--- src/rtl/maxi_full_garin_if.sv ---
// AXI4 full bus bundle between the burst write/read-back master and its slave.
interface maxi_full_garin_if #(
  parameter int C_M_AXI_ADDR_WIDTH = 6
);
  logic                          M_AXI_AWID;
  logic [C_M_AXI_ADDR_WIDTH-1:0] M_AXI_AWADDR;
  logic [7:0]                    M_AXI_AWLEN;
  logic [2:0]                    M_AXI_AWSIZE;
  logic [1:0]                    M_AXI_AWBURST;
  logic                          M_AXI_AWVALID;
  logic                          M_AXI_AWREADY;
  logic [31:0]                   M_AXI_WDATA;
  logic [3:0]                    M_AXI_WSTRB;
  logic                          M_AXI_WLAST;
  logic                          M_AXI_WVALID;
  logic                          M_AXI_WREADY;
  logic [1:0]                    M_AXI_BRESP;
  logic                          M_AXI_BVALID;
  logic                          M_AXI_BREADY;
  logic                          M_AXI_ARID;
  logic [C_M_AXI_ADDR_WIDTH-1:0] M_AXI_ARADDR;
  logic [7:0]                    M_AXI_ARLEN;
  logic [2:0]                    M_AXI_ARSIZE;
  logic [1:0]                    M_AXI_ARBURST;
  logic                          M_AXI_ARVALID;
  logic                          M_AXI_ARREADY;
  logic [31:0]                   M_AXI_RDATA;
  logic [1:0]                    M_AXI_RRESP;
  logic                          M_AXI_RLAST;
  logic                          M_AXI_RVALID;
  logic                          M_AXI_RREADY;

  modport master (
    output M_AXI_AWID, M_AXI_AWADDR, M_AXI_AWLEN, M_AXI_AWSIZE, M_AXI_AWBURST, M_AXI_AWVALID,
    input  M_AXI_AWREADY,
    output M_AXI_WDATA, M_AXI_WSTRB, M_AXI_WLAST, M_AXI_WVALID,
    input  M_AXI_WREADY,
    input  M_AXI_BRESP, M_AXI_BVALID,
    output M_AXI_BREADY,
    output M_AXI_ARID, M_AXI_ARADDR, M_AXI_ARLEN, M_AXI_ARSIZE, M_AXI_ARBURST, M_AXI_ARVALID,
    input  M_AXI_ARREADY,
    input  M_AXI_RDATA, M_AXI_RRESP, M_AXI_RLAST, M_AXI_RVALID,
    output M_AXI_RREADY
  );

  modport slave (
    input  M_AXI_AWID, M_AXI_AWADDR, M_AXI_AWLEN, M_AXI_AWSIZE, M_AXI_AWBURST, M_AXI_AWVALID,
    output M_AXI_AWREADY,
    input  M_AXI_WDATA, M_AXI_WSTRB, M_AXI_WLAST, M_AXI_WVALID,
    output M_AXI_WREADY,
    output M_AXI_BRESP, M_AXI_BVALID,
    input  M_AXI_BREADY,
    input  M_AXI_ARID, M_AXI_ARADDR, M_AXI_ARLEN, M_AXI_ARSIZE, M_AXI_ARBURST, M_AXI_ARVALID,
    output M_AXI_ARREADY,
    output M_AXI_RDATA, M_AXI_RRESP, M_AXI_RLAST, M_AXI_RVALID,
    input  M_AXI_RREADY
  );
endinterface

--- src/rtl/maxi_full_garin.sv ---
// AXI4 full master: writes one INCR burst of counting data, reads it back and
// compares, raising a sticky ERROR on any bad response or data mismatch.
module maxi_full_garin #(
  parameter int C_M_AXI_ADDR_WIDTH = 6,
  parameter int C_M_AXI_DATA_WIDTH = 32,
  parameter int C_M_AXI_BURST_LEN  = 4,
  parameter logic [C_M_AXI_ADDR_WIDTH-1:0] C_M_TARGET_BASE_ADDR = {C_M_AXI_ADDR_WIDTH{1'b0}}
) (
  input  logic M_AXI_ACLK,
  input  logic M_AXI_ARESETN,
  input  logic INIT_AXI_TXN,
  output logic TXN_DONE,
  output logic ERROR,
  maxi_full_garin_if.master m_axi
);

  localparam int         DW       = C_M_AXI_DATA_WIDTH;
  localparam logic [4:0] LAST_IDX = 5'(C_M_AXI_BURST_LEN - 1);

  typedef enum logic [2:0] {
    ST_IDLE  = 3'd0,
    ST_WRITE = 3'd1,
    ST_WRESP = 3'd2,
    ST_READ  = 3'd3,
    ST_DONE  = 3'd4
  } state_t;

  state_t          state_r, state_nxt;
  logic            init_q_r;
  logic            awvalid_r, awvalid_nxt;
  logic            wvalid_r, wvalid_nxt;
  logic            wlast_r, wlast_nxt;
  logic [DW-1:0]   wdata_r, wdata_nxt;
  logic [4:0]      wcnt_r, wcnt_nxt;
  logic            aw_done_r, aw_done_nxt;
  logic            w_done_r, w_done_nxt;
  logic            bready_r, bready_nxt;
  logic            arvalid_r, arvalid_nxt;
  logic            rready_r, rready_nxt;
  logic [4:0]      rcnt_r, rcnt_nxt;
  logic            txn_done_r, txn_done_nxt;
  logic            error_r, error_nxt;

  logic            start_s;
  logic            aw_hs_s, w_hs_s, b_hs_s, ar_hs_s, r_hs_s;
  logic            beat_bad_s;

  assign start_s = INIT_AXI_TXN & ~init_q_r;
  assign aw_hs_s = awvalid_r & m_axi.M_AXI_AWREADY;
  assign w_hs_s  = wvalid_r & m_axi.M_AXI_WREADY;
  assign b_hs_s  = bready_r & m_axi.M_AXI_BVALID;
  assign ar_hs_s = arvalid_r & m_axi.M_AXI_ARREADY;
  assign r_hs_s  = rready_r & m_axi.M_AXI_RVALID;

  // A read beat is bad on wrong data, a non-OKAY response, or RLAST on the wrong beat.
  assign beat_bad_s = (m_axi.M_AXI_RDATA != {{(DW-5){1'b0}}, rcnt_r + 5'd1}) |
                      (m_axi.M_AXI_RRESP != 2'b00) |
                      (m_axi.M_AXI_RLAST != (rcnt_r == LAST_IDX));

  // Next-state and next-register computation for the write/read-back sequence.
  always_comb begin
    state_nxt    = state_r;
    awvalid_nxt  = awvalid_r;
    wvalid_nxt   = wvalid_r;
    wlast_nxt    = wlast_r;
    wdata_nxt    = wdata_r;
    wcnt_nxt     = wcnt_r;
    aw_done_nxt  = aw_done_r;
    w_done_nxt   = w_done_r;
    bready_nxt   = bready_r;
    arvalid_nxt  = arvalid_r;
    rready_nxt   = rready_r;
    rcnt_nxt     = rcnt_r;
    txn_done_nxt = 1'b0;
    error_nxt    = error_r;
    case (state_r)
      ST_IDLE: begin
        if (start_s) begin
          state_nxt   = ST_WRITE;
          awvalid_nxt = 1'b1;
          wvalid_nxt  = 1'b1;
          wlast_nxt   = (LAST_IDX == 5'd0);
          wdata_nxt   = {{(DW-1){1'b0}}, 1'b1};
          wcnt_nxt    = 5'd0;
          aw_done_nxt = 1'b0;
          w_done_nxt  = 1'b0;
          error_nxt   = 1'b0;
        end else begin
          state_nxt = ST_IDLE;
        end
      end
      ST_WRITE: begin
        if (aw_hs_s) begin
          awvalid_nxt = 1'b0;
          aw_done_nxt = 1'b1;
        end else begin
          awvalid_nxt = awvalid_r;
        end
        if (w_hs_s) begin
          wcnt_nxt = wcnt_r + 5'd1;
          if (wlast_r) begin
            wvalid_nxt = 1'b0;
            wlast_nxt  = 1'b0;
            w_done_nxt = 1'b1;
          end else begin
            wdata_nxt = {{(DW-5){1'b0}}, wcnt_r + 5'd2};
            wlast_nxt = ((wcnt_r + 5'd1) == LAST_IDX);
          end
        end else begin
          wcnt_nxt = wcnt_r;
        end
        if ((aw_done_r | aw_hs_s) & (w_done_r | (w_hs_s & wlast_r))) begin
          state_nxt  = ST_WRESP;
          bready_nxt = 1'b1;
        end else begin
          state_nxt = ST_WRITE;
        end
      end
      ST_WRESP: begin
        if (b_hs_s) begin
          bready_nxt  = 1'b0;
          error_nxt   = error_r | (m_axi.M_AXI_BRESP != 2'b00);
          arvalid_nxt = 1'b1;
          rready_nxt  = 1'b1;
          rcnt_nxt    = 5'd0;
          state_nxt   = ST_READ;
        end else begin
          state_nxt = ST_WRESP;
        end
      end
      ST_READ: begin
        if (ar_hs_s) begin
          arvalid_nxt = 1'b0;
        end else begin
          arvalid_nxt = arvalid_r;
        end
        if (r_hs_s) begin
          error_nxt = error_r | beat_bad_s;
          if (m_axi.M_AXI_RLAST) begin
            state_nxt    = ST_DONE;
            rready_nxt   = 1'b0;
            arvalid_nxt  = 1'b0;
            txn_done_nxt = 1'b1;
          end else begin
            // Saturate so a runaway slave cannot wrap the index back onto valid beats.
            rcnt_nxt = (rcnt_r == 5'd31) ? rcnt_r : rcnt_r + 5'd1;
          end
        end else begin
          state_nxt = ST_READ;
        end
      end
      ST_DONE: begin
        state_nxt = ST_IDLE;
      end
      default: begin
        state_nxt   = ST_IDLE;
        awvalid_nxt = 1'b0;
        wvalid_nxt  = 1'b0;
        wlast_nxt   = 1'b0;
        bready_nxt  = 1'b0;
        arvalid_nxt = 1'b0;
        rready_nxt  = 1'b0;
      end
    endcase
  end

  // State and output registers, all cleared asynchronously by reset.
  always_ff @(posedge M_AXI_ACLK or negedge M_AXI_ARESETN) begin
    if (!M_AXI_ARESETN) begin
      state_r    <= ST_IDLE;
      init_q_r   <= 1'b0;
      awvalid_r  <= 1'b0;
      wvalid_r   <= 1'b0;
      wlast_r    <= 1'b0;
      wdata_r    <= {DW{1'b0}};
      wcnt_r     <= 5'd0;
      aw_done_r  <= 1'b0;
      w_done_r   <= 1'b0;
      bready_r   <= 1'b0;
      arvalid_r  <= 1'b0;
      rready_r   <= 1'b0;
      rcnt_r     <= 5'd0;
      txn_done_r <= 1'b0;
      error_r    <= 1'b0;
    end else begin
      state_r    <= state_nxt;
      init_q_r   <= INIT_AXI_TXN;
      awvalid_r  <= awvalid_nxt;
      wvalid_r   <= wvalid_nxt;
      wlast_r    <= wlast_nxt;
      wdata_r    <= wdata_nxt;
      wcnt_r     <= wcnt_nxt;
      aw_done_r  <= aw_done_nxt;
      w_done_r   <= w_done_nxt;
      bready_r   <= bready_nxt;
      arvalid_r  <= arvalid_nxt;
      rready_r   <= rready_nxt;
      rcnt_r     <= rcnt_nxt;
      txn_done_r <= txn_done_nxt;
      error_r    <= error_nxt;
    end
  end

  assign TXN_DONE             = txn_done_r;
  assign ERROR                = error_r;
  assign m_axi.M_AXI_AWID     = 1'b0;
  assign m_axi.M_AXI_AWADDR   = C_M_TARGET_BASE_ADDR;
  assign m_axi.M_AXI_AWLEN    = 8'(C_M_AXI_BURST_LEN - 1);
  assign m_axi.M_AXI_AWSIZE   = 3'b010;
  assign m_axi.M_AXI_AWBURST  = 2'b01;
  assign m_axi.M_AXI_AWVALID  = awvalid_r;
  assign m_axi.M_AXI_WDATA    = wdata_r;
  assign m_axi.M_AXI_WSTRB    = 4'b1111;
  assign m_axi.M_AXI_WLAST    = wlast_r;
  assign m_axi.M_AXI_WVALID   = wvalid_r;
  assign m_axi.M_AXI_BREADY   = bready_r;
  assign m_axi.M_AXI_ARID     = 1'b0;
  assign m_axi.M_AXI_ARADDR   = C_M_TARGET_BASE_ADDR;
  assign m_axi.M_AXI_ARLEN    = 8'(C_M_AXI_BURST_LEN - 1);
  assign m_axi.M_AXI_ARSIZE   = 3'b010;
  assign m_axi.M_AXI_ARBURST  = 2'b01;
  assign m_axi.M_AXI_ARVALID  = arvalid_r;
  assign m_axi.M_AXI_RREADY   = rready_r;

endmodule

--- src/flat_wrapper.sv ---
// flat-port wrapper written by rule: the top's interface ports become plain ports
module maxi_full_garin_flat 
#(
  parameter int C_M_AXI_ADDR_WIDTH = 6,
  parameter int C_M_AXI_DATA_WIDTH = 32,
  parameter int C_M_AXI_BURST_LEN  = 4,
  parameter logic [C_M_AXI_ADDR_WIDTH-1:0] C_M_TARGET_BASE_ADDR = {C_M_AXI_ADDR_WIDTH{1'b0}}
)
  (M_AXI_ACLK, M_AXI_ARESETN, INIT_AXI_TXN, TXN_DONE, ERROR, m_axi_M_AXI_AWID, m_axi_M_AXI_AWADDR, m_axi_M_AXI_AWLEN, m_axi_M_AXI_AWSIZE, m_axi_M_AXI_AWBURST, m_axi_M_AXI_AWVALID, m_axi_M_AXI_AWREADY, m_axi_M_AXI_WDATA, m_axi_M_AXI_WSTRB, m_axi_M_AXI_WLAST, m_axi_M_AXI_WVALID, m_axi_M_AXI_WREADY, m_axi_M_AXI_BRESP, m_axi_M_AXI_BVALID, m_axi_M_AXI_BREADY, m_axi_M_AXI_ARID, m_axi_M_AXI_ARADDR, m_axi_M_AXI_ARLEN, m_axi_M_AXI_ARSIZE, m_axi_M_AXI_ARBURST, m_axi_M_AXI_ARVALID, m_axi_M_AXI_ARREADY, m_axi_M_AXI_RDATA, m_axi_M_AXI_RRESP, m_axi_M_AXI_RLAST, m_axi_M_AXI_RVALID, m_axi_M_AXI_RREADY);
  maxi_full_garin_if #(.C_M_AXI_ADDR_WIDTH(C_M_AXI_ADDR_WIDTH)) m_axi_i ();
  input  logic M_AXI_ACLK;
  input  logic M_AXI_ARESETN;
  input  logic INIT_AXI_TXN;
  output logic TXN_DONE;
  output logic ERROR;
  output wire logic [$bits(m_axi_i.M_AXI_AWID)-1:0] m_axi_M_AXI_AWID;
  output wire logic [$bits(m_axi_i.M_AXI_AWADDR)-1:0] m_axi_M_AXI_AWADDR;
  output wire logic [$bits(m_axi_i.M_AXI_AWLEN)-1:0] m_axi_M_AXI_AWLEN;
  output wire logic [$bits(m_axi_i.M_AXI_AWSIZE)-1:0] m_axi_M_AXI_AWSIZE;
  output wire logic [$bits(m_axi_i.M_AXI_AWBURST)-1:0] m_axi_M_AXI_AWBURST;
  output wire logic [$bits(m_axi_i.M_AXI_AWVALID)-1:0] m_axi_M_AXI_AWVALID;
  input wire logic [$bits(m_axi_i.M_AXI_AWREADY)-1:0] m_axi_M_AXI_AWREADY;
  output wire logic [$bits(m_axi_i.M_AXI_WDATA)-1:0] m_axi_M_AXI_WDATA;
  output wire logic [$bits(m_axi_i.M_AXI_WSTRB)-1:0] m_axi_M_AXI_WSTRB;
  output wire logic [$bits(m_axi_i.M_AXI_WLAST)-1:0] m_axi_M_AXI_WLAST;
  output wire logic [$bits(m_axi_i.M_AXI_WVALID)-1:0] m_axi_M_AXI_WVALID;
  input wire logic [$bits(m_axi_i.M_AXI_WREADY)-1:0] m_axi_M_AXI_WREADY;
  input wire logic [$bits(m_axi_i.M_AXI_BRESP)-1:0] m_axi_M_AXI_BRESP;
  input wire logic [$bits(m_axi_i.M_AXI_BVALID)-1:0] m_axi_M_AXI_BVALID;
  output wire logic [$bits(m_axi_i.M_AXI_BREADY)-1:0] m_axi_M_AXI_BREADY;
  output wire logic [$bits(m_axi_i.M_AXI_ARID)-1:0] m_axi_M_AXI_ARID;
  output wire logic [$bits(m_axi_i.M_AXI_ARADDR)-1:0] m_axi_M_AXI_ARADDR;
  output wire logic [$bits(m_axi_i.M_AXI_ARLEN)-1:0] m_axi_M_AXI_ARLEN;
  output wire logic [$bits(m_axi_i.M_AXI_ARSIZE)-1:0] m_axi_M_AXI_ARSIZE;
  output wire logic [$bits(m_axi_i.M_AXI_ARBURST)-1:0] m_axi_M_AXI_ARBURST;
  output wire logic [$bits(m_axi_i.M_AXI_ARVALID)-1:0] m_axi_M_AXI_ARVALID;
  input wire logic [$bits(m_axi_i.M_AXI_ARREADY)-1:0] m_axi_M_AXI_ARREADY;
  input wire logic [$bits(m_axi_i.M_AXI_RDATA)-1:0] m_axi_M_AXI_RDATA;
  input wire logic [$bits(m_axi_i.M_AXI_RRESP)-1:0] m_axi_M_AXI_RRESP;
  input wire logic [$bits(m_axi_i.M_AXI_RLAST)-1:0] m_axi_M_AXI_RLAST;
  input wire logic [$bits(m_axi_i.M_AXI_RVALID)-1:0] m_axi_M_AXI_RVALID;
  output wire logic [$bits(m_axi_i.M_AXI_RREADY)-1:0] m_axi_M_AXI_RREADY;
  assign m_axi_M_AXI_AWID = m_axi_i.M_AXI_AWID;
  assign m_axi_M_AXI_AWADDR = m_axi_i.M_AXI_AWADDR;
  assign m_axi_M_AXI_AWLEN = m_axi_i.M_AXI_AWLEN;
  assign m_axi_M_AXI_AWSIZE = m_axi_i.M_AXI_AWSIZE;
  assign m_axi_M_AXI_AWBURST = m_axi_i.M_AXI_AWBURST;
  assign m_axi_M_AXI_AWVALID = m_axi_i.M_AXI_AWVALID;
  assign m_axi_i.M_AXI_AWREADY = m_axi_M_AXI_AWREADY;
  assign m_axi_M_AXI_WDATA = m_axi_i.M_AXI_WDATA;
  assign m_axi_M_AXI_WSTRB = m_axi_i.M_AXI_WSTRB;
  assign m_axi_M_AXI_WLAST = m_axi_i.M_AXI_WLAST;
  assign m_axi_M_AXI_WVALID = m_axi_i.M_AXI_WVALID;
  assign m_axi_i.M_AXI_WREADY = m_axi_M_AXI_WREADY;
  assign m_axi_i.M_AXI_BRESP = m_axi_M_AXI_BRESP;
  assign m_axi_i.M_AXI_BVALID = m_axi_M_AXI_BVALID;
  assign m_axi_M_AXI_BREADY = m_axi_i.M_AXI_BREADY;
  assign m_axi_M_AXI_ARID = m_axi_i.M_AXI_ARID;
  assign m_axi_M_AXI_ARADDR = m_axi_i.M_AXI_ARADDR;
  assign m_axi_M_AXI_ARLEN = m_axi_i.M_AXI_ARLEN;
  assign m_axi_M_AXI_ARSIZE = m_axi_i.M_AXI_ARSIZE;
  assign m_axi_M_AXI_ARBURST = m_axi_i.M_AXI_ARBURST;
  assign m_axi_M_AXI_ARVALID = m_axi_i.M_AXI_ARVALID;
  assign m_axi_i.M_AXI_ARREADY = m_axi_M_AXI_ARREADY;
  assign m_axi_i.M_AXI_RDATA = m_axi_M_AXI_RDATA;
  assign m_axi_i.M_AXI_RRESP = m_axi_M_AXI_RRESP;
  assign m_axi_i.M_AXI_RLAST = m_axi_M_AXI_RLAST;
  assign m_axi_i.M_AXI_RVALID = m_axi_M_AXI_RVALID;
  assign m_axi_M_AXI_RREADY = m_axi_i.M_AXI_RREADY;
  maxi_full_garin #(.C_M_AXI_ADDR_WIDTH(C_M_AXI_ADDR_WIDTH), .C_M_AXI_DATA_WIDTH(C_M_AXI_DATA_WIDTH), .C_M_AXI_BURST_LEN(C_M_AXI_BURST_LEN), .C_M_TARGET_BASE_ADDR(C_M_TARGET_BASE_ADDR)) u_core (.M_AXI_ACLK(M_AXI_ACLK), .M_AXI_ARESETN(M_AXI_ARESETN), .INIT_AXI_TXN(INIT_AXI_TXN), .TXN_DONE(TXN_DONE), .ERROR(ERROR), .m_axi(m_axi_i));
endmodule
--- config.mk ---
export PLATFORM = sky130hd
export DESIGN_NAME = maxi_full_garin_flat
export DESIGN_NICKNAME = d
export VERILOG_FILES = /design/src/rtl/maxi_full_garin_if.sv /design/src/rtl/maxi_full_garin.sv /design/src/flat_wrapper.sv
export SDC_FILE = /design/constraint.sdc
export NUM_CORES = 1
export LEC_CHECK = 0
export BUFFER_PORTS_ARGS = -buffer_cell sky130_fd_sc_hd__buf_4
export CORE_AREA = 10 10 91 93
export CTS_BUF_LIST = sky130_fd_sc_hd__clkbuf_2 sky130_fd_sc_hd__clkbuf_4 sky130_fd_sc_hd__clkbuf_8
export DETAILED_ROUTE_END_ITERATION = 10
export DIE_AREA = 0 0 101 103
export PLACE_DENSITY = 0.81
export SYNTH_ARGS = -nofsm -noshare
export SYNTH_HDL_FRONTEND = slang
export SYNTH_SLANG_ARGS = --single-unit
--- constraint.sdc ---
create_clock -name M_AXI_ACLK -period 2.1 [get_ports M_AXI_ACLK]
set_input_delay 0.42 -clock M_AXI_ACLK [delete_from_list [all_inputs] [get_ports M_AXI_ACLK]]
set_output_delay 0.42 -clock M_AXI_ACLK [all_outputs]
set_load 0.05 [all_outputs]
==> parameters.txt, run 1 <==
Parameter                              Value

Outcome
  Outcome ... completed

Placement
  Count of buffers from port buffering ... between 50 and 60
  Dpl ws ... 11.2 ps
  HPWL after detailed placement ... 4.89 mm
  Final weighted congestion in routability-driven placement ... 0.884

Floorplan
  DIE AREA ... 10,400 um^2
  FP Rows ... 30
  Overall die height ... slightly above 100 um
  Std-Cell Core Area ... 6570 um^2
  Chip Width ... about 100 um
  Initial standard-cell utilization of the core ... 0.346
  Total I/O pin count ... 129

STA
  Post-route clock period utilization ... 0.926
  Unrepaired setup endpoints after global routing ... false
  Maximum clock rate ... 514 MHz
  Hold violation count in the final report ... 0
  Final slew viol count ... 0
  Final period demand of the worst path ... 1940 ps
  Setup Total Neg Slack ... 0 ps
  Worst Tran Pin Value ... between 600 and 700 ps
  Remaining max-slew budget at the tightest pin ... 0.560
  Final setup viols ... 0
  Setup clock skew after layout ... ~7.5 ps
  Final Worst Setup Slack ... 156 ps

Synth
  Simple-gate area share of the yosys netlist ... 0.169
  Yosys synthesis warning count ... 0
  Primary FF master, synth ... sky130_fd_sc_hd__dfrtp_1
  Synthesized instance count ... between 200 and 300
  Largest family of logic cells by synthesized area ... buffers and inverters
  Number of distinct standard cells referenced by the synthesized netlist ... 50
  Ys async rst share ... 1.00
  Syn Area/Cell ... 8.78 um^2
  #FFs+latches synth ... 29
  Share of cell area taken by muxes after synthesis ... 0.0110
  Compound-cell area share of the yosys netlist ... 0.165
  Sequential area share after synthesis ... 0.319
  Post-synth EDFFs ... 0
  Summed instance area of the synthesized netlist ... between 2000 and 2500 um^2
  Post-synthesis share of cell area spent on full adders, half adders and majority gates ... 0.0275
  Post-synthesis share of cell area spent on xor and xnor gates ... 0.0424

Critical path
  Largest stage delay, worst path ... 410 ps
  CP Class ... flip-flop to flip-flop
  Largest fanout on the critical path ... 2
  Crit path max-delay cell type ... sky130_fd_sc_hd__dfrtp_1
  Most Frequent Cell on Critical Path ... sky130_fd_sc_hd__ha_4
  CP Data Arrival Time ... approximately 2100 ps
  Endpoint class of the critical path ... flip-flop
  CP Launch Type ... flip-flop
  Cell-by-cell listing of the critical path ... ha_4 > and3_4 > ha_4 > xnor2_1 > nand4_1 > or4_1 > o221a_1
  Required time at the worst-slack endpoint ... 2260 ps

Pwr
  Proportion of total power due to net switching ... 0.477
  Power density normalized to cell area ... 1190 nW/um^2
  Cell Int Power ... 1.69 mW
  Leakage ... 1.33 nW
  Comb power frac ... 0.538
  Register share of total power ... 0.274
  P_sw ... 1.54 mW
  Maximum vdd drop ... ~0.47 mV
  Clock Power Share ... 0.188
  PnR Total Power ... 3.23 mW

Detailed routing
  Total DRC errors in the routed layout ... 0
  Routed wire length ... between 5 and 6 mm
  DRC violation total after the first TritonRoute iteration ... 108
  First-pass detailed-route iteration total ... 4
  Via count ... 1,858
  WL per Instance ... 14.3 um
  Via-to-Cell Ratio ... 4.61
  Post-route ant nets ... 0

Finish
  Commonest non-fill, non-tap cell in the layout ... sky130_fd_sc_hd__conb_1
  Layout overhead on the synthesized area ... 18.8%
  Antenna diode instance count ... 0
  Top library cells by usage in the layout, fill and taps aside ... sky130_fd_sc_hd__conb_1, sky130_fd_sc_hd__buf_4, sky130_fd_sc_hd__dfrtp_1
  Fraction of final layout cells with drive strength greater than 1 ... 0.254
  Net count of the finished layout ... 372
  Fill cells ... between 600 and 700

Global route
  Number of antenna violations at the first check in global routing ... 0
  Combined global-route utilization of all metal layers ... 0.100
  Sum of overflow across all layers after global routing ... 0
  Maximum number of pins on one net before global-route repair ... 30
  Vias in the first global route ... 1,807
  First-pass GRT wire length ... 8.38 mm

Clocking
  Total clock sinks ... 29
  Cell at the root of the clock tree ... sky130_fd_sc_hd__clkbuf_8
  H-tree depth ... 2
  Number of buffers between clock root and the deepest sink ... 2
  CTS clock-pin slew for the worst setup and hold paths ... 70 ps
  Insertion delay to the later sink of the worst-skew pair ... around 280 ps
  Count of instances resized after the clock tree is built ... 0
  Clock tree from TritonCTS ... yes
  TritonCTS buffer count ... 5

Job
  Maximum Capacitance Violations ... 0

Min path
  Hold Crit Class ... input port to async pin
## worst paths after layout
check | start | to | slack [ps] | depth (start not counted)
hold reg to reg | u_core.aw_done_r | u_core.aw_done_r | 490 | 1
setup reg to reg | u_core.rcnt_r[1] | u_core.ERROR | 160 | 7
setup / recovery | u_core.rcnt_r[1] | u_core.ERROR | 160 | 7
hold / removal | M_AXI_ARESETN | u_core.wcnt_r[2] | 60 | 1
max in group asynchronous | M_AXI_ARESETN | u_core.m_axi.M_AXI_WLAST | 1770 | 1
min in group M_AXI_ACLK | INIT_AXI_TXN | u_core.init_q_r | 260 | 1
## cell type report
cell class              count  area, um^2  share of cell area
clock inverters             1        30.0              0.0111
flip-flops and latches     29         726               0.269
clock buffers               7        90.1              0.0333
multi-input cells         214        1240               0.458
well taps                  80         100              0.0370
repair buffers             66         495               0.183
inverters                   6        22.5             0.00833
## what timing repair did
item | CTS | global route
buffers inserted | 0 | 1
setup endpoints to repair | 0 | 1
hold buffers | 0 | 0
## power groups by stage
| stage | Sequential [mW] | Combinational, mW | Clock [mW] |
|---|---|---|---|
| floorplan | 1.12 | 1.16 | 0 |
| global placement | 0.884 | 1.69 | 0 |
| detailed placement | 0.898 | 1.72 | 0 |
| CTS | 0.888 | 1.72 | 0.622 |
| global route | 0.915 | 1.88 | 0.653 |
| finish | 0.885 | 1.74 | 0.607 |
## sequential cells by signal, indices dropped and copies added (netlist names)
signal,flops
u_core.m_axi.M_AXI_RREADY,1
u_core.TXN_DONE,1
u_core.m_axi.M_AXI_AWVALID,1
u_core.rcnt_r,5
u_core.m_axi.M_AXI_WDATA,5
u_core.w_done_r,1
u_core.wcnt_r,5
u_core.m_axi.M_AXI_BREADY,1
u_core.ERROR,1
u_core.init_q_r,1
u_core.m_axi.M_AXI_WVALID,1
u_core.m_axi.M_AXI_ARVALID,1
u_core.m_axi.M_AXI_WLAST,1
u_core.state_r,3
u_core.aw_done_r,1
## synthesized netlist by cell type, drive strengths merged (3+ instances only)
master,number,area (um^2)
buf,74,557
nand4,5,31.3
xor2,5,43.8
o31a,3,26.3
xnor2,6,52.6
nand3,9,45.0
nor4,8,50.1
nand2,14,52.6
o31ai,5,37.5
nor3,7,35.0
ha,5,62.6
a31oi,4,25.0
a21oi,6,30.0
o21ai,20,100
clkbuf,5,18.8
nor2,11,48.8
and2,4,25.0
dfrtp,29,726
inv,6,22.5
## metrics by stage
step / std cells / cell area (um^2) / util / hold WS (ps)
after CTS: 402 / 2700 / 0.410 / 59.5
after detailed placement: 394 / 2570 / 0.392 / 367
after global placement: 394 / 2570 / 0.392 / 364
after global routing: 403 / 2700 / 0.411 / 69.8
final: 403 / 2700 / 0.411 / 56.9
after floorplan: 328 / 2560 / - / 124
## per-layer routing
metal	global-route usage	up-vias	part of all wire
met1	0.106	870	0.36
met2	0.170	88	0.50
met3	0.0402	7	0.12
li1	-	893	-
met4	0.0493	0	0.018
met5	0	-	0
## logic make-up after synthesis
group | count (synthesis)
mux | 2
compound gates | 54
flops | 29
buf+inv | 85
simple gates | 71
fa+ha+maj | 5
other cells | 2
xor+xnor | 11
## critical path: cells and delay by family, from the launching register on
| kind | cells | cell delay, ps |
|---|---|---|
| simple gates | 3 | 660 |
| xor+xnor | 1 | 110 |
| compound gates | 1 | 210 |
| fa+ha+maj | 2 | 450 |
| flops | 1 | 410 |
Note: power is estimated with default switching activity, not from simulation.
==> inputs of run 2 (changes only) <==
- RECOVER_POWER: unset -> 25
==> run 2 against run 1 <==
Net effect:
- the run now ends with max-capacitance violations, max-slew violations left
- first-iteration DRC count did not move
- fmax about the same
- critical path depth did not move
- clock-buffer cell count is the same
- largest cell class unchanged
==> parameters.txt, run 2 (same netlist as run 1, synthesis figures left out) <==
Parameter                              Value

STA
  Final Worst Setup Slack ... around 160 ps
  Hold Slack ... 292 ps
  Final setup viols ... 0
  Unrepaired setup endpoints after global routing ... false
  Worst Tran Pin Value ... ~1600 ps
  Remaining max-slew budget at the tightest pin ... -0.0450
  Hold violation count in the final report ... 0
  Final slew viol count ... 30
  Setup clock skew after layout ... 7.47 ps
  Post-route clock period utilization ... 0.926
  Final period demand of the worst path ... ~2000 ps
  Maximum clock rate ... just over 500 MHz
  Setup Total Neg Slack ... 0 ps

Critical path
  CP Launch Type ... flip-flop
  FF-to-FF setup slack ... between 150 and 200 ps
  Largest fanout on the critical path ... 2
  Required time at the worst-slack endpoint ... about 2300 ps
  Endpoint class of the critical path ... flip-flop
  CP Class ... flip-flop to flip-flop
  CP Data Arrival Time ... 2110 ps

Global route
  Maximum number of pins on one net before global-route repair ... 30
  Number of antenna violations at the first check in global routing ... 0
  Vias in the first global route ... 1,807
  Combined global-route utilization of all metal layers ... 0.100
  Sum of overflow across all layers after global routing ... 0
  First-pass GRT wire length ... about 8.4 mm

Clocking
  Number of buffers between clock root and the deepest sink ... 2
  Count of instances resized after the clock tree is built ... 0
  Clock tree from TritonCTS ... yes
  CTS clock-pin slew for the worst setup and hold paths ... roughly 60 ps
  H-tree depth ... 2
  TritonCTS buffer count ... 5
  Insertion delay to the later sink of the worst-skew pair ... 280 ps
  Cell at the root of the clock tree ... sky130_fd_sc_hd__clkbuf_8
  Hold buffer count at CTS ... 0
  Total clock sinks ... 29

Floorplan
  Initial standard-cell utilization of the core ... 0.346
  Total I/O pin count ... 129
  Std-Cell Core Area ... around 6600 um^2
  Chip Width ... 101 um
  DIE AREA ... 10,400 um^2
  FP Rows ... 30
  Overall die height ... 103 um

Finish
  Net count of the finished layout ... 372
  Layout overhead on the synthesized area ... 18.5%
  Number of standard cells in the final layout excluding fillers ... 403
  Commonest non-fill, non-tap cell in the layout ... sky130_fd_sc_hd__conb_1
  Antenna diode instance count ... 0
  Fraction of final layout cells with drive strength greater than 1 ... 0.248
  Top library cells by usage in the layout, fill and taps aside ... sky130_fd_sc_hd__conb_1, sky130_fd_sc_hd__buf_4, sky130_fd_sc_hd__dfrtp_1
  Final design instance area without fill ... 2700 um^2
  Core occupancy in the finished layout ... 0.410

Placement
  Post-detailed-placement cell area ... 2570 um^2
  HPWL after detailed placement ... between 4 and 5 mm
  Count of buffers from port buffering ... 57
  Dpl ws ... ~11 ps
  Instance count after placement with tap cells included ... between 300 and 400
  Final weighted congestion in routability-driven placement ... 0.884

Job
  Maximum Capacitance Violations ... 1

Outcome
  Failing checks ... max-capacitance violations, max-slew violations
  Outcome ... complete, but fails checks

Detailed routing
  Routed wire length ... 5.79 mm
  Via count ... approximately 1,900
  WL per Instance ... 14.4 um
  First-pass detailed-route iteration total ... 4
  DRC violation total after the first TritonRoute iteration ... 108
  Post-route ant nets ... 0
  Total DRC errors in the routed layout ... 0
  Via-to-Cell Ratio ... between 4 and 5

Pwr
  Power density normalized to cell area ... 1200 nW/um^2
  Maximum vdd drop ... about 0.47 mV
  Leakage ... between 1 and 1.5 nW
  PnR Total Power ... 3.23 mW

Min path
  Hold Crit Class ... input port to flip-flop
==> run 2: cell count changes in the layout (fill, tap and decap cells not counted) <==
cell / previous run / this run
sky130_fd_sc_hd__clkbuf_1: 0 / 2
sky130_fd_sc_hd__buf_4: 66 / 64
==> run 2: area by class of cell <==
type / count / area, um^2
Tap cell: 80 / 100
Clock inverter: 1 / 30.0
Multi-Input combinational cell: 214 / 1240
Clock buffer: 7 / 90.1
Sequential cell: 29 / 726
Timing Repair Buffer: 66 / 488
Fill cell: 652 / 3870
Inverter: 6 / 22.5
==> run 2: critical path, stage by stage (launching register included) <==
cell and delay, ps:
sky130_fd_sc_hd__dfrtp_1 410, sky130_fd_sc_hd__ha_4 180, sky130_fd_sc_hd__and3_4 180, sky130_fd_sc_hd__ha_4 270
sky130_fd_sc_hd__xnor2_1 110, sky130_fd_sc_hd__nand4_1 80, sky130_fd_sc_hd__or4_1 400, sky130_fd_sc_hd__o221a_1 210
==> run 2: repair_timing <==
item | 4_1_cts | 5_1_grt
buffers inserted | 0 | 1
endpoints found under the hold margin | 0 | 0
setup endpoints to repair | 0 | 1
==> run 2: final timing paths <==
check / cells after the start / start / endpoint
max in group asynchronous: 1 / M_AXI_ARESETN / u_core.m_axi.M_AXI_WLAST
hold reg to reg: 1 / u_core.aw_done_r / u_core.aw_done_r
setup reg to reg: 7 / u_core.rcnt_r[1] / u_core.ERROR
min in group asynchronous: 1 / M_AXI_ARESETN / u_core.rcnt_r[1]
hold / removal: 1 / INIT_AXI_TXN / u_core.init_q_r
setup / recovery: 7 / u_core.rcnt_r[1] / u_core.ERROR
==> run 2: power breakdown <==
| part | switching [mW] | internal (mW) |
|---|---|---|
| Sequential | 0.171 | 0.714 |
| Clock | 0.208 | 0.399 |
| Combinational | 1.16 | 0.574 |
| Total | 1.54 | 1.69 |
==> run 2: layer usage <==
metal | GRT usage | part of all wire | wire (um)
met5 | 0 | 0 | 0
met4 | 0.0493 | 0.018 | 104
met3 | 0.0402 | 0.12 | 681
met2 | 0.170 | 0.50 | 2910
met1 | 0.106 | 0.36 | 2100
==> inputs of run 3 (changes only) <==
- CORE_AREA: 10 10 91 93 -> 2 2 83 85
- DIE_AREA: 0 0 101 103 -> 0 0 85 87
==> run 3 against run 2 <==
Net effect:
- cell area down 0.28%
- fmax down 1.1%
- critical path type unchanged
- die area down 29%
- clock-buffer cell count unchanged
- the flow still finishes with violations (max-capacitance violations, max-slew violations)
- sequential share of layout area up 0.075 points
==> parameters.txt, run 3 (same netlist as run 1, synthesis figures left out) <==
Parameter                              Value

Critical path
  Required time at the worst-slack endpoint ... between 2000 and 2500 ps
  Endpoint class of the critical path ... flip-flop
  Largest fanout on the critical path ... 2
  CP Data Arrival Time ... 2130 ps
  CP Launch Type ... flip-flop
  CP Class ... flip-flop to flip-flop

Clocking
  Count of instances resized after the clock tree is built ... 0
  Number of buffers between clock root and the deepest sink ... 2
  CTS clock-pin slew for the worst setup and hold paths ... 60 ps
  Total clock sinks ... 29
  Insertion delay to the later sink of the worst-skew pair ... ~280 ps
  TritonCTS buffer count ... 5
  Clock tree from TritonCTS ... yes
  H-tree depth ... 2
  Cell at the root of the clock tree ... sky130_fd_sc_hd__clkbuf_8
  Hold buffer count at CTS ... 0

Finish
  Net count of the finished layout ... 371
  Layout overhead on the synthesized area ... 18.2%
  Top library cells by usage in the layout, fill and taps aside ... sky130_fd_sc_hd__conb_1, sky130_fd_sc_hd__buf_4, sky130_fd_sc_hd__dfrtp_1
  Commonest non-fill, non-tap cell in the layout ... sky130_fd_sc_hd__conb_1
  Antenna diode instance count ... 0
  Fraction of final layout cells with drive strength greater than 1 ... 0.245

Min path
  Hold Crit Class ... input port to flip-flop

STA
  Remaining max-slew budget at the tightest pin ... -0.0395
  Final setup viols ... 0
  Unrepaired setup endpoints after global routing ... false
  Post-route clock period utilization ... 0.936
  Setup clock skew after layout ... 7.38 ps
  Maximum clock rate ... 509 MHz
  Setup Total Neg Slack ... 0 ps
  Final slew viol count ... 30
  Worst Tran Pin Value ... 1560 ps
  Final Worst Setup Slack ... 135 ps
  Final period demand of the worst path ... 1970 ps
  Hold violation count in the final report ... 0

Placement
  Final weighted congestion in routability-driven placement ... slightly below 0.9
  Dpl ws ... 14.4 ps
  HPWL after detailed placement ... 3.66 mm
  Count of buffers from port buffering ... 57

Global route
  Number of antenna violations at the first check in global routing ... 0
  Met2 layer usage reported by global route ... 0.207
  Combined global-route utilization of all metal layers ... 0.122
  Met1 usage in global routing ... 0.148
  Sum of overflow across all layers after global routing ... 0
  Vias in the first global route ... 1,623
  First-pass GRT wire length ... 7.34 mm
  Maximum number of pins on one net before global-route repair ... 30
  Routing layer with the top usage in global route ... met2
  Met3 usage in global routing ... 0.0284

Job
  Maximum Capacitance Violations ... 1

Pwr
  Power density normalized to cell area ... between 1000 and 1500 nW/um^2
  Leakage ... 1.32 nW
  Maximum vdd drop ... 0.427 mV
  PnR Total Power ... 3.19 mW

Detailed routing
  Post-route ant nets ... 0
  Routed wire length ... 4.54 mm
  Via-to-Cell Ratio ... 4.47
  Via count ... 1,798
  DRC violation total after the first TritonRoute iteration ... 175
  WL per Instance ... 11.3 um
  First-pass detailed-route iteration total ... 4
  Total DRC errors in the routed layout ... 0

Outcome
  Outcome ... complete, but fails checks
  Failing checks ... max-capacitance violations, max-slew violations

Floorplan
  Chip Width ... between 80 and 90 um
  Overall die height ... 87 um
  Initial standard-cell utilization of the core ... 0.346
  Std-Cell Core Area ... 6570 um^2
  FP Rows ... 30
  DIE AREA ... 7400 um^2
  Total I/O pin count ... 129
[run 3: cell types whose count changed in the layout (fill, tap and decap cells not counted), sizes merged]
cell | before | now
buf | 64 | 63
[run 3: worst max-delay path, cell delays in order (launching register included)]
cell                      delay [ps]
sky130_fd_sc_hd__dfrtp_1         410
sky130_fd_sc_hd__ha_4            170
sky130_fd_sc_hd__and3_4          170
sky130_fd_sc_hd__ha_4            260
sky130_fd_sc_hd__xnor2_1         100
sky130_fd_sc_hd__nand4_1         100
sky130_fd_sc_hd__or4_1           410
sky130_fd_sc_hd__o221a_1         210
[run 3: timing repair]
action,4_1_cts,5_1_grt
buffers inserted,1,0
endpoints found under the setup margin,1,1
pin swaps,0,1
gates cloned,0,0
[run 3: cell type report]
class	count	area, um^2
fill	641	3880
multi-input combinational	214	1240
sequential	29	726
timing repair buffer	65	480
tap	80	100
clock buffer	7	90.1
clock inverter	1	30.0
inverter	6	22.5
[run 3: layer usage]
metal  routed length [um]  part of all wire  vias up
li1                     -                 -      891
met1                 1920              0.42      821
met2                 2180              0.48       78
met3                  347             0.076        8
met4                   87             0.019        0
met5                    0                 0        -
[run 3: power by group]
| group | switching, mW | internal [mW] | leakage [nW] |
|---|---|---|---|
| clock | 0.208 | 0.399 | 0.0619 |
| combinational | 1.13 | 0.565 | 0.881 |
| sequential | 0.167 | 0.714 | 0.372 |
[run 3: per-stage QoR]
stage | util | instance area [um^2] | std cells | hold slack, ps
finish | 0.409 | 2690 | 402 | 286
global route | 0.409 | 2690 | 402 | 294
CTS | 0.410 | 2700 | 402 | 65.4
detailed placement | 0.391 | 2570 | 393 | 371
global placement | 0.391 | 2570 | 393 | 367
floorplan | - | 2560 | 328 | 124
[run 3: path summary, 6_finish.rpt]
| path | from | to | slack (ps) | depth (start not counted) |
|---|---|---|---|---|
| max in group asynchronous | M_AXI_ARESETN | u_core.w_done_r | 670 | 1 |
| hold reg to reg | u_core.w_done_r | u_core.w_done_r | 510 | 1 |
| hold / removal | INIT_AXI_TXN | u_core.init_q_r | 290 | 1 |
| setup reg to reg | u_core.rcnt_r[1] | u_core.ERROR | 130 | 7 |
| min in group asynchronous | M_AXI_ARESETN | u_core.rcnt_r[3] | 510 | 1 |
| setup / recovery | u_core.rcnt_r[1] | u_core.ERROR | 130 | 7 |
